File: src/rtl/regfile_sb_score.sv
// Pending scoreboard: one bit per register plus a running count of set bits,
// used by decode to spot read-after-write hazards on multi-cycle ops.
module regfile_sb_score #(
  parameter int DEPTH = 16,
  localparam int AW = $clog2(DEPTH)
) (
  input  logic          clk,
  input  logic          reset,
  input  logic          set_en,
  input  logic [AW-1:0] set_addr,
  input  logic          clr_en,
  input  logic [AW-1:0] clr_addr,
  input  logic [AW-1:0] ra1,
  input  logic [AW-1:0] ra2,
  output logic          busy1,
  output logic          busy2,
  output logic [AW:0]   pend_count
);

  logic [DEPTH-1:0] pend_q, pend_d;
  logic [AW:0]      count_q, count_d;
  logic             inc, dec;

  always_comb begin
    pend_d = pend_q;
    // Set is applied last so a same-cycle issue supersedes the writeback.
    if (clr_en) pend_d[clr_addr] = 1'b0;
    if (set_en) pend_d[set_addr] = 1'b1;

    inc = set_en && !pend_q[set_addr];
    dec = clr_en && pend_q[clr_addr] && !(set_en && (set_addr == clr_addr));

    count_d = count_q;
    if (inc && !dec)      count_d = count_q + (AW+1)'(1);
    else if (dec && !inc) count_d = count_q - (AW+1)'(1);
  end

  always_ff @(posedge clk) begin
    if (reset) begin
      pend_q  <= '0;
      count_q <= '0;
    end else begin
      pend_q  <= pend_d;
      count_q <= count_d;
    end
  end

  assign busy1      = pend_q[ra1];
  assign busy2      = pend_q[ra2];
  assign pend_count = count_q;

endmodule

File: src/rtl/regfile_sb.sv
// Two-read, one-write register file with optional hard-wired zero register,
// write-to-read bypass and a pending-write scoreboard.
module regfile_sb #(
  parameter int WIDTH    = 16,
  parameter int DEPTH    = 16,
  parameter int ZERO_REG = 1,
  parameter int BYPASS   = 1,
  localparam int AW = $clog2(DEPTH)
) (
  input  logic             clk,
  input  logic             reset,
  input  logic [AW-1:0]    ra1,
  input  logic [AW-1:0]    ra2,
  output logic [WIDTH-1:0] rd1,
  output logic [WIDTH-1:0] rd2,
  output logic             busy1,
  output logic             busy2,
  input  logic             regwrite,
  input  logic [AW-1:0]    wa,
  input  logic [WIDTH-1:0] wd,
  input  logic             issue,
  input  logic [AW-1:0]    issue_addr,
  output logic [AW:0]      pend_count
);

  logic [WIDTH-1:0] mem_q [DEPTH];
  logic [WIDTH-1:0] mem_d [DEPTH];
  logic             write_ok, issue_ok;
  logic             pend1, pend2;
  logic             zero1, zero2, fwd1, fwd2;

  // Accesses to the zero register are dropped before reaching any state.
  assign write_ok = regwrite && !reset && !((ZERO_REG != 0) && (wa == '0));
  assign issue_ok = issue && !reset && !((ZERO_REG != 0) && (issue_addr == '0));

  always_comb begin
    mem_d = mem_q;
    if (write_ok) mem_d[wa] = wd;
  end

  always_ff @(posedge clk) begin
    if (reset) mem_q <= '{default: '0};
    else       mem_q <= mem_d;
  end

  regfile_sb_score #(.DEPTH(DEPTH)) u_score (
    .clk        (clk),
    .reset      (reset),
    .set_en     (issue_ok),
    .set_addr   (issue_addr),
    .clr_en     (write_ok),
    .clr_addr   (wa),
    .ra1        (ra1),
    .ra2        (ra2),
    .busy1      (pend1),
    .busy2      (pend2),
    .pend_count (pend_count)
  );

  assign zero1 = (ZERO_REG != 0) && (ra1 == '0);
  assign zero2 = (ZERO_REG != 0) && (ra2 == '0);
  assign fwd1  = (BYPASS != 0) && write_ok && (wa == ra1);
  assign fwd2  = (BYPASS != 0) && write_ok && (wa == ra2);

  // A forwarded value is only busy again if a new op targets it this cycle.
  always_comb begin
    rd1   = zero1 ? '0 : (fwd1 ? wd : mem_q[ra1]);
    rd2   = zero2 ? '0 : (fwd2 ? wd : mem_q[ra2]);
    busy1 = zero1 ? 1'b0 : (fwd1 ? (issue_ok && (issue_addr == ra1)) : pend1);
    busy2 = zero2 ? 1'b0 : (fwd2 ? (issue_ok && (issue_addr == ra2)) : pend2);
  end

endmodule

File: config.mk
export PLATFORM = sky130hd
export DESIGN_NAME = regfile_sb
export DESIGN_NICKNAME = d
export VERILOG_FILES = /design/src/rtl/regfile_sb_score.sv /design/src/rtl/regfile_sb.sv
export SDC_FILE = /design/constraint.sdc
export NUM_CORES = 1
export LEC_CHECK = 0
export BUFFER_PORTS_ARGS = -buffer_cell sky130_fd_sc_hd__buf_4
export CORE_MARGIN = 2
export CORE_UTILIZATION = 50
export CTS_CLUSTER_DIAMETER = 50
export CTS_CLUSTER_SIZE = 8
export DETAILED_ROUTE_END_ITERATION = 10
export PLACE_DENSITY = 0.65
export SLEW_MARGIN = 0
export SYNTH_ARGS = -nofsm -noshare
export SYNTH_HDL_FRONTEND = slang
export SYNTH_SLANG_ARGS = --single-unit
File: constraint.sdc
create_clock -name clk -period 3.56 [get_ports clk]
set_input_delay 0.534 -clock clk [delete_from_list [all_inputs] [get_ports clk]]
set_output_delay 0.534 -clock clk [all_outputs]
set_load 0.03 [all_outputs]
==> flow_summary.ini, run 1 <==
[run_status]
status = complete, no violations

[global_routing]
use_met2_pct = 44.8
grt_busiest_layer = met2
met3_usage_pct = 5.68
grt_pass1_wl_mm = 73.6
antenna_found_initial = 0
grt.met1_usage_pct = 42.8
grt.total_usage_pct = 29.9
grt_pass1_vias = 12500
grt_max_degree = 85
grt_overflow = 0

[sta]
fmax_mhz = 312
rsz0062_at_grt = no
setup-violations-final = 0
setup_slack_ns = 0.355
fin_skew_ns = 0.0108
drv_slew = 0
worst_slew_pin_slew_ns = 0.911
slew_headroom_pct = 39.2
finalCritPeriodShare_pct = 90.0
fin_crit_ns = 3.20
setup_tns_ns = 0
hold_viol = 0

[cells_and_area]
nets = 1724
drive_gt1_share_pct = 16.3
antennaDiodeCount = 0
finish.utilization_pct = 55.9
final_cell_mix = dfxtp_1 (277), nand2_1 (269), mux2i_1 (218), a21oi_1 (174), buf_4 (118)
synthToLayoutAreaGrowth_pct = 10.9
final_common_cell = dfxtp_1

[synth]
ys_warn_count = 0
synth_xor_area_share_pct = 1.32
syn_avg_cell_area_um2 = 8.99
ys_types = 49
ys_seq_elements = 277
synthAdderAreaFrac_pct = 0.458
synth_nets = 1743
synth_compound_area_share_pct = 13.5
yosysSeqAreaShare_pct = 36.2
yosys.area_share.simple_pct = 16.1
synth_top_family_by_area = multiplexers
synth_area_um2 = 15300
muxShareOfSynthArea_pct = 25.7
synthCells = 1702

[power_and_ir_drop]
pwr_density_cell_nw_per_um2 = 449
ir_drop_mv = 0.289
p_leak_uw = 0.00587

[worst_setup_path]
critPathCaptureType = primary output
crit_path_start_kind = input pin
worstPathArrival_ns = 2.67
path_max_fanout = 30
crit_required_ns = 3.03
critical_path_class = in2out

[die]
io-pin-count = 75
num_rows = 64
initial_utilization_pct = 50.4
core-area_um2 = 30300
die_h_um = 179
die-area_um2 = 32000
die-width_um = 179

[place]
place.gp.congestion = 0.993
numPortBuffers = 74
dp_slack_ns = 0.211
dp_hpwl_mm = 31.7

[clock_tree]
root_buffer = clkbuf_16
hold_buffers = 0
htreeDepth = 2
path_clk_slew_ns = 0.05
cts_tree = done
clock_latency_ns = 0.53
cts_setup_buffers = 0
clock_sinks = 277
cts_resized = 0
clock_path_buffers = 3
cts_buffers = 43

[detailed_routing]
via_count = 13200
drc = 0
first_pass_iters = 5
avgViaCountPerCell = 6.33
first_iter_violations = 1388
antenna_left = 0
post_drt_wl_per_cell_um = 22.9
drt-total-wl_mm = 47.9

[run]
max_cap_viol_count = 0

[min_path]
hp-class = in2reg
[worst paths after layout]
check,startpoint,end,slack [ns],depth (start not counted)
worst max-delay path,ra2[0],rd2[5],0.36,7
worst min-delay path,issue,u_score.pend_q[1],0.36,3
worst max register to register,u_score.pend_q[3],u_score.pend_count[4],0.55,11
worst min register to register,mem_q[125],mem_q[125],0.47,2
[synthesized netlist by cell type, drive strengths merged]
master / number / share of area, %
dfxtp: 277 / 36
nand2: 276 / 6.9
mux2i: 218 / 14
a21oi: 174 / 5.7
buf: 123 / 5.0
nor2: 109 / 2.9
nand3: 104 / 3.4
mux4: 76 / 11
o22ai: 68 / 2.8
clkbuf: 62 / 1.6
o21ai: 37 / 1.3
a211oi: 34 / 1.7
a31oi: 32 / 1.3
nor2b: 29 / 1.2
xor2: 13 / 0.74
xnor2: 10 / 0.57
a22oi: 7 / 0.34
and3: 7 / 0.29
a32oi: 4 / 0.23
ha: 4 / 0.33
inv: 4 / 0.098
nand2b: 4 / 0.21
and2: 3 / 0.12
mux2: 3 / 0.22
nand3b: 3 / 0.15
nor4: 3 / 0.22
a21o: 2 / 0.098
nand4: 2 / 0.082
nor3: 2 / 0.13
or2: 2 / 0.082
or3: 2 / 0.082
or3b: 2 / 0.11
a2111oi: 1 / 0.057
and3b: 1 / 0.057
fa: 1 / 0.13
nand4b: 1 / 0.057
nor3b: 1 / 0.12
o41ai: 1 / 0.057
[through the flow]
step,instance area (µm²),total power (µW),hold WS (ns),std cells
finish,17000,7620,0.363,2091
global route,17000,7810,0.366,2091
CTS,17000,7650,0.346,2091
detailed placement,15700,3910,0.459,2034
global placement,15700,3910,0.449,2034
floorplan,15300,3720,0.443,1702
[sequential cells by signal (all words and copies together) (netlist names)]
| name | cells |
|---|---|
| u_score.pend_count | 5 |
| mem_q | 256 |
| u_score.pend_q | 16 |
[routing by layer]
layer  routed length, µm  vias up
met5                   0        -
met2               21000      653
met4                1490        0
li1                    -     6043
met3                4710      110
met1               20700     6439
[kinds of logic (layout without fill, tap and decap cells)]
logic type / count (synthesis) / in the layout
DFF: 277 / 277
muxes: 297 / 297
buffers and inverters: 189 / 182
adders and majority gates: 5 / 5
AOI/OAI and AO/OA: 360 / 360
xor gates and xnor gates: 23 / 23
and+or+nand+nor: 551 / 551
[critical path, cell delays in order]
cell	delay, ns
buf_4	0.28
or3_1	0.47
buf_4	0.24
o22ai_1	0.34
a211oi_1	0.10
a31oi_1	0.41
buf_4	0.24
[final cells by class]
class                   count  area (µm²)
clock buffers              51        1170
clock inverters             6        73.8
fillers                  2731       13400
inverters                   4        15.0
multi-input cells        1236        8740
flip-flops and latches    277        5550
well taps                 396         495
repair buffers            121         940
[power by group]
part	switching [µW]	total [µW]	internal [µW]	leakage [µW]
clock network	1410	3760	2350	0.000612
registers	25.5	3160	3140	0.00223
logic	466	702	236	0.00303
total	1900	7620	5720	0.00587
(Power assumes the default switching activity.)
==> run 2, diff against run 1 <==
--- a/config.mk
+++ b/config.mk
@@ -7,11 +7,11 @@
 export LEC_CHECK = 0
 export BUFFER_PORTS_ARGS = -buffer_cell sky130_fd_sc_hd__buf_4
 export CORE_MARGIN = 2
-export CORE_UTILIZATION = 50
+export CORE_UTILIZATION = 35
 export CTS_CLUSTER_DIAMETER = 50
 export CTS_CLUSTER_SIZE = 8
 export DETAILED_ROUTE_END_ITERATION = 10
-export PLACE_DENSITY = 0.65
+export PLACE_DENSITY = 0.48
 export SLEW_MARGIN = 0
 export SYNTH_ARGS = -nofsm -noshare
 export SYNTH_HDL_FRONTEND = slang
==> run 2 against run 1 <==
  * First-iteration DRC count fell by 3.7%
  * Sequential share of layout area fell by 0.67 points
  * Via count fell by 1.8%
  * Combinational power rose by 3.8%
  * Critical path depth did not move
  * Hold slack got worse by 0.030 ns
  * Clock-buffer cell count did not move
  * Die area rose by 42%
  * Register-to-register slack improved by 0.04 ns
  * Core utilization fell by 16 points
  * Sequential power barely moved
  * Routed wire length rose by 12%
  * Critical endpoint is now rd1[2]
  * Largest cell class unchanged
  * Largest power group unchanged
  * Highest routed layer is now met5
==> flow_summary.ini, run 2 (synthesis results as in run 1) <==
[cells_and_area]
final_cell_mix = dfxtp_1 (277), nand2_1 (269), mux2i_1 (218), a21oi_1 (174), buf_4 (124)
synthToLayoutAreaGrowth_pct = 13.3
largest_reg_flops = 256
drive_gt1_share_pct = 16.9
nets = 1734
antennaDiodeCount = 0
finalNonFillerCells = 2293
regMostFlops = mem_q
final_common_cell = dfxtp_1

[die]
io-pin-count = 75
die-area_um2 = 45400
die_h_um = 213
die-width_um = 213
initial_utilization_pct = 35.5
num_rows = 76
core-area_um2 = 43100

[sta]
setup_slack_ns = 0.447
fmax_mhz = 321
fin_crit_ns = 3.11
fin_skew_ns = 0.00850
rsz0062_at_grt = no
setup_tns_ns = 0
finalCritPeriodShare_pct = 87.4
setup-violations-final = 0
slew_headroom_pct = 22.0
hold_viol = 0
worst_slew_pin_slew_ns = 1.17
drv_slew = 0

[clock_tree]
cts_buffers = 44
clock_path_buffers = 3
clock_sinks = 277
hold_buffers = 0
root_buffer = clkbuf_16
clock_latency_ns = 0.56
cts_resized = 0
path_clk_slew_ns = 0.05
cts_setup_buffers = 0
cts_tree = done
htreeDepth = 2

[run_status]
status = complete, no violations

[power_and_ir_drop]
p_comb_share_pct = 9.5
ir_drop_mv = 0.251
intPower_uw = 5660
seq_power_share_pct = 41.2
p_leak_uw = 0.00594
p_switching_uw = 2010
pwr_density_cell_nw_per_um2 = 443
switching_share_pct = 26.2
power_frac_clock_pct = 49.3

[worst_setup_path]
path_max_fanout = 19
crit_path_start_kind = input pin
crit_required_ns = 3.03
regToRegSetupSlack_ns = 0.59
critPathCaptureType = primary output
critical_path_class = in2out
worstPathArrival_ns = 2.58

[global_routing]
antenna_found_initial = 1
grt_max_degree = 102
grt_busiest_layer = met2
grt_overflow = 0
grt_pass1_vias = 12500
grt_pass1_wl_mm = 80.9
met3_usage_pct = 4.69
grt.met1_usage_pct = 34.0
use_met2_pct = 35.5
grt.total_usage_pct = 23.7

[detailed_routing]
drt-total-wl_mm = 53.7
drc = 0
first_pass_iters = 5
first_iter_violations = 1337
antenna_left = 0
avgViaCountPerCell = 5.67
via_count = 13000
post_drt_wl_per_cell_um = 23.4

[run]
max_cap_viol_count = 0

[place]
place.gp.congestion = 0.952
dp_slack_ns = 0.187
numPortBuffers = 74
dp_hpwl_mm = 35.6
dp.cells = 2232

[min_path]
hp-class = in2reg
==> run 2: cell types whose count changed in the layout (fill, tap and decap cells not counted), moves of 2 or more <==
cell | previous run | this run
clkinv_2 | 2 | 5
buf_4 | 118 | 124
clkinvlp_4 | 0 | 2
nor2b_2 | 2 | 0
nor2b_4 | 1 | 3
buf_12 | 2 | 5
==> run 2: area by class of cell <==
type / count / area, µm²
fillers: 4275 / 25700
multi-input cells: 1236 / 8750
flip-flops and latches: 277 / 5550
clock buffers: 51 / 1160
repair buffers: 130 / 1040
well taps: 585 / 732
clock inverters: 10 / 87.6
inverters: 4 / 15.0
==> run 2: worst max-delay path, stage by stage <==
cell and delay [ns]:
buf_4 0.23, buf_4 0.38, buf_4 0.32, mux4_2 0.34, a211oi_1 0.32, a31oi_1 0.22
buf_4 0.22
==> run 2: worst paths after layout <==
check        cells after the start               from                    end
max reg2reg                     11  u_score.pend_q[3]  u_score.pend_count[4]
min reg2reg                      2          mem_q[62]              mem_q[62]
max                              7             ra1[2]                 rd1[2]
min                              3              wd[7]             mem_q[199]
==> run 2: power by group through the flow <==
stage | Clock (µW) | Sequential, µW | Combinational [µW]
6_report | 3790 | 3160 | 729
4_1_cts | 3870 | 3160 | 728
3_5_place_dp | 0 | 3220 | 726
5_1_grt | 3990 | 3160 | 773
2_1_floorplan | 0 | 3230 | 496
3_3_place_gp | 0 | 3220 | 726
==> run 2: stage by stage <==
step	power, µW	utilization, %	hold WS, ns	cell area, µm²
after detailed placement	3950	37.3	0.458	16100
after global routing	7930	40.2	0.335	17300
after global placement	3950	37.3	0.451	16100
final	7680	40.2	0.333	17300
after CTS	7750	40.2	0.305	17300
after floorplan	3720	-	0.443	15300
==> run 2: routing by layer <==
metal	wire length (µm)	part of all wire [%]
met1	24500	46
met2	23700	44
met3	4040	7.5
met4	1340	2.5
met5	71	0.13
==> run 3, diff against run 2 <==
--- a/config.mk
+++ b/config.mk
@@ -5,6 +5,7 @@
 export SDC_FILE = /design/constraint.sdc
 export NUM_CORES = 1
 export LEC_CHECK = 0
+export ABC_AREA = 1
 export BUFFER_PORTS_ARGS = -buffer_cell sky130_fd_sc_hd__buf_4
 export CORE_MARGIN = 2
 export CORE_UTILIZATION = 35
==> run 3 against run 2 <==
  * Cell area is 8.3% higher
  * Die area grew 5.0%
  * Flip-flop and latch count unchanged
  * First-iteration DRC count grew 31%
  * Hold slack improved by 0.0073 ns
  * Synthesized cell count is 59% higher
  * Clock power rose by 19%
  * Combinational power rose by 88%
==> flow_summary.ini, run 3 <==
[sta]
fin_crit_ns = 3.02
fmax_mhz = 332
hold_viol = 0
finalCritPeriodShare_pct = 84.7
slew_headroom_pct = 20.2
fin_skew_ns = 0.0114
setup_tns_ns = 0
rsz0062_at_grt = no
holdWs_ns = 0.341
setup_slack_ns = 0.545
worst_slew_pin_slew_ns = 1.20
setup-violations-final = 0
drv_slew = 0

[synth]
synth-edff-count = 0
synth_compound_area_share_pct = 18.1
yosys.area_share.simple_pct = 34.8
synth_nets = 2746
ys_warn_count = 0
muxShareOfSynthArea_pct = 0
synthArstFlopShare_pct = 0
ys_seq_elements = 277
ys.flop_type = dfxtp_1
ys_types = 24
syn_avg_cell_area_um2 = 5.95
yosysSeqAreaShare_pct = 34.5
synth_top_family_by_area = simple AND/OR/NAND/NOR gates
yosysTopAreaCellShare_pct = 34.5
synth_most_common_cell = nand2_1
synth_area_leaders = dfxtp_1 (34%), nand2_1 (17%), nand3_1 (12%)
yosysTopAreaCell = dfxtp_1
synthAdderAreaFrac_pct = 0.436
synth_xor_area_share_pct = 0.762
synth_common_cells = nand2_1 (744), nand3_1 (385), a21oi_1 (281)
synthCells = 2705
synth_area_um2 = 16100

[worst_setup_path]
crit_family = buffers and inverters
worstPathArrival_ns = 2.48
worstPathCellList = buf_4 > inv_4 > buf_4 > nand2_1 > nand3_1 > nand3_1 > nand3_1 > nor2_1 > nor2_1 > buf_4
path_max_fanout = 55
cp_slowest_stage_delay_ns = 0.56
reg2reg_from = u_score.pend_q[1]
reg2reg_depth = 16
regToRegSetupSlack_ns = 0.97
crit_buf_inv = 4
regToRegEndpoint = u_score.pend_count[4]
crit_path_start = ra2[0]
cp_slowest_cell = buf_4
critical_path_class = in2out
crit_path_start_kind = input pin
critPathCaptureType = primary output
crit_required_ns = 3.03

[global_routing]
grt_overflow = 0
grt_pass1_wl_mm = 106
grt_pass1_vias = 16400
grt.total_usage_pct = 29.6
grt_max_degree = 114
antenna_found_initial = 7

[clock_tree]
hold_buffers = 0
root_buffer = clkbuf_16
cts_buffers = 48
cts_setup_buffers = 0
cts_tree = done
clock_path_buffers = 3
clock_sinks = 277
htreeDepth = 2
path_clk_slew_ns = 0.05
clock_latency_ns = 0.58
cts_resized = 0

[power_and_ir_drop]
pwr_density_cell_nw_per_um2 = 482
p_leak_uw = 0.00842
ir_drop_mv = 0.301
power_uw = 9060

[cells_and_area]
nets = 2727
largest_reg_flops = 256
synthToLayoutAreaGrowth_pct = 16.7
final_common_cell = nand2_1
design_area_um2 = 18800
multiInputGateArea_um2 = 8710
final_cell_mix = nand2_1 (744), nand3_1 (384), a21oi_1 (281), dfxtp_1 (277), inv_1 (258)
drive_gt1_share_pct = 8.33
regArea_um2 = 5550
regMostFlops = mem_q
n_fill_cell = 4864

[place]
dp_hpwl_mm = 44.6
dp_slack_ns = 0.358
place.gp.congestion = 0.870
numPortBuffers = 74
place_area_um2 = 17300

[die]
die_h_um = 218
die-area_um2 = 47700
io-pin-count = 75
num_rows = 78
die-width_um = 218
initial_utilization_pct = 35.4
core-area_um2 = 45400

[min_path]
holdPathEnd = mem_q[164]
hold_depth = 3
hold_path_startpoint = wd[4]
hp-class = in2reg

[detailed_routing]
post_drt_wl_per_cell_um = 21.5
first_pass_iters = 6
first_iter_violations = 1749
via_count = 17900
antenna_left = 0
drc = 0
drt-total-wl_mm = 71.2
avgViaCountPerCell = 5.40

[run]
max_cap_viol_count = 0

[run_status]
status = complete, no violations
## run 3: changes by cell type after synthesis, moves of 68 or more
cell      delta
clkbuf_1    +79
nand2_1    +475
a21oi_1    +107
inv_1      +256
nand3_1    +281
mux2i_1    -218
o22ai_1     -68
nor2_1     +112
o21ai_0    +196
mux4_2      -76
## run 3: worst register-to-register path: stages, from the launching register on
cell and delay (ns):
dfxtp_1 0.33, inv_1 0.12, nor2_1 0.06, a21oi_1 0.12
nand2_1 0.06, nand2_1 0.06, nand2_1 0.04, o21ai_0 0.28
ha_1 0.37, inv_1 0.13, ha_1 0.33, a21oi_1 0.19
o21ai_0 0.12, nand2_1 0.07, nand2_1 0.05, nand2_1 0.06
a21oi_1 0.06
## run 3: how the worst max path moves through the flow
stage | end | slack (ns) | depth (start not counted)
3_5_place_dp | u_score.pend_count[4] | 0.36 | 17
3_3_place_gp | u_score.pend_count[4] | 0.41 | 17
2_1_floorplan | u_score.pend_count[3] | 0.86 | 15
4_1_cts | rd2[6] | 0.60 | 10
5_1_grt | rd2[6] | 0.45 | 10
6_report | rd2[6] | 0.54 | 10
## run 3: cell type report
cell class	instances	area share (%)
multi-input combinational	1951	46.4
sequential	277	29.5
clock buffer	64	7.20
timing repair buffer	144	6.69
inverter	264	5.32
tap	600	4.00
clock inverter	13	0.846
antenna	3	0.0400
## run 3: logic make-up after synthesis
group                      after synthesis
AOI/OAI and AO/OA                      579
buffers and inverters                  477
xor gates and xnor gates                14
DFF                                    277
and+or+nand+nor                       1353
adders and majority gates                5
## run 3: through the flow
step	std cells	util (%)
floorplan	2705	-
global placement	3236	38.0
detailed placement	3236	38.0
CTS	3313	41.4
global route	3316	41.4
finish	3316	41.4
## run 3: routing by layer
| layer | track usage (%) | up-vias | share of wire [%] |
|---|---|---|---|
| li1 | - | 8659 | - |
| met1 | 41.2 | 8380 | 45 |
| met2 | 45.7 | 759 | 44 |
| met3 | 5.61 | 116 | 7.9 |
| met4 | 9.77 | 2 | 2.8 |
| met5 | 0 | - | 0.022 |
## run 3: power breakdown
part	internal, µW	total, µW	switching [µW]
logic	401	1370	974
clock network	2840	4510	1670
registers	3150	3170	20.9
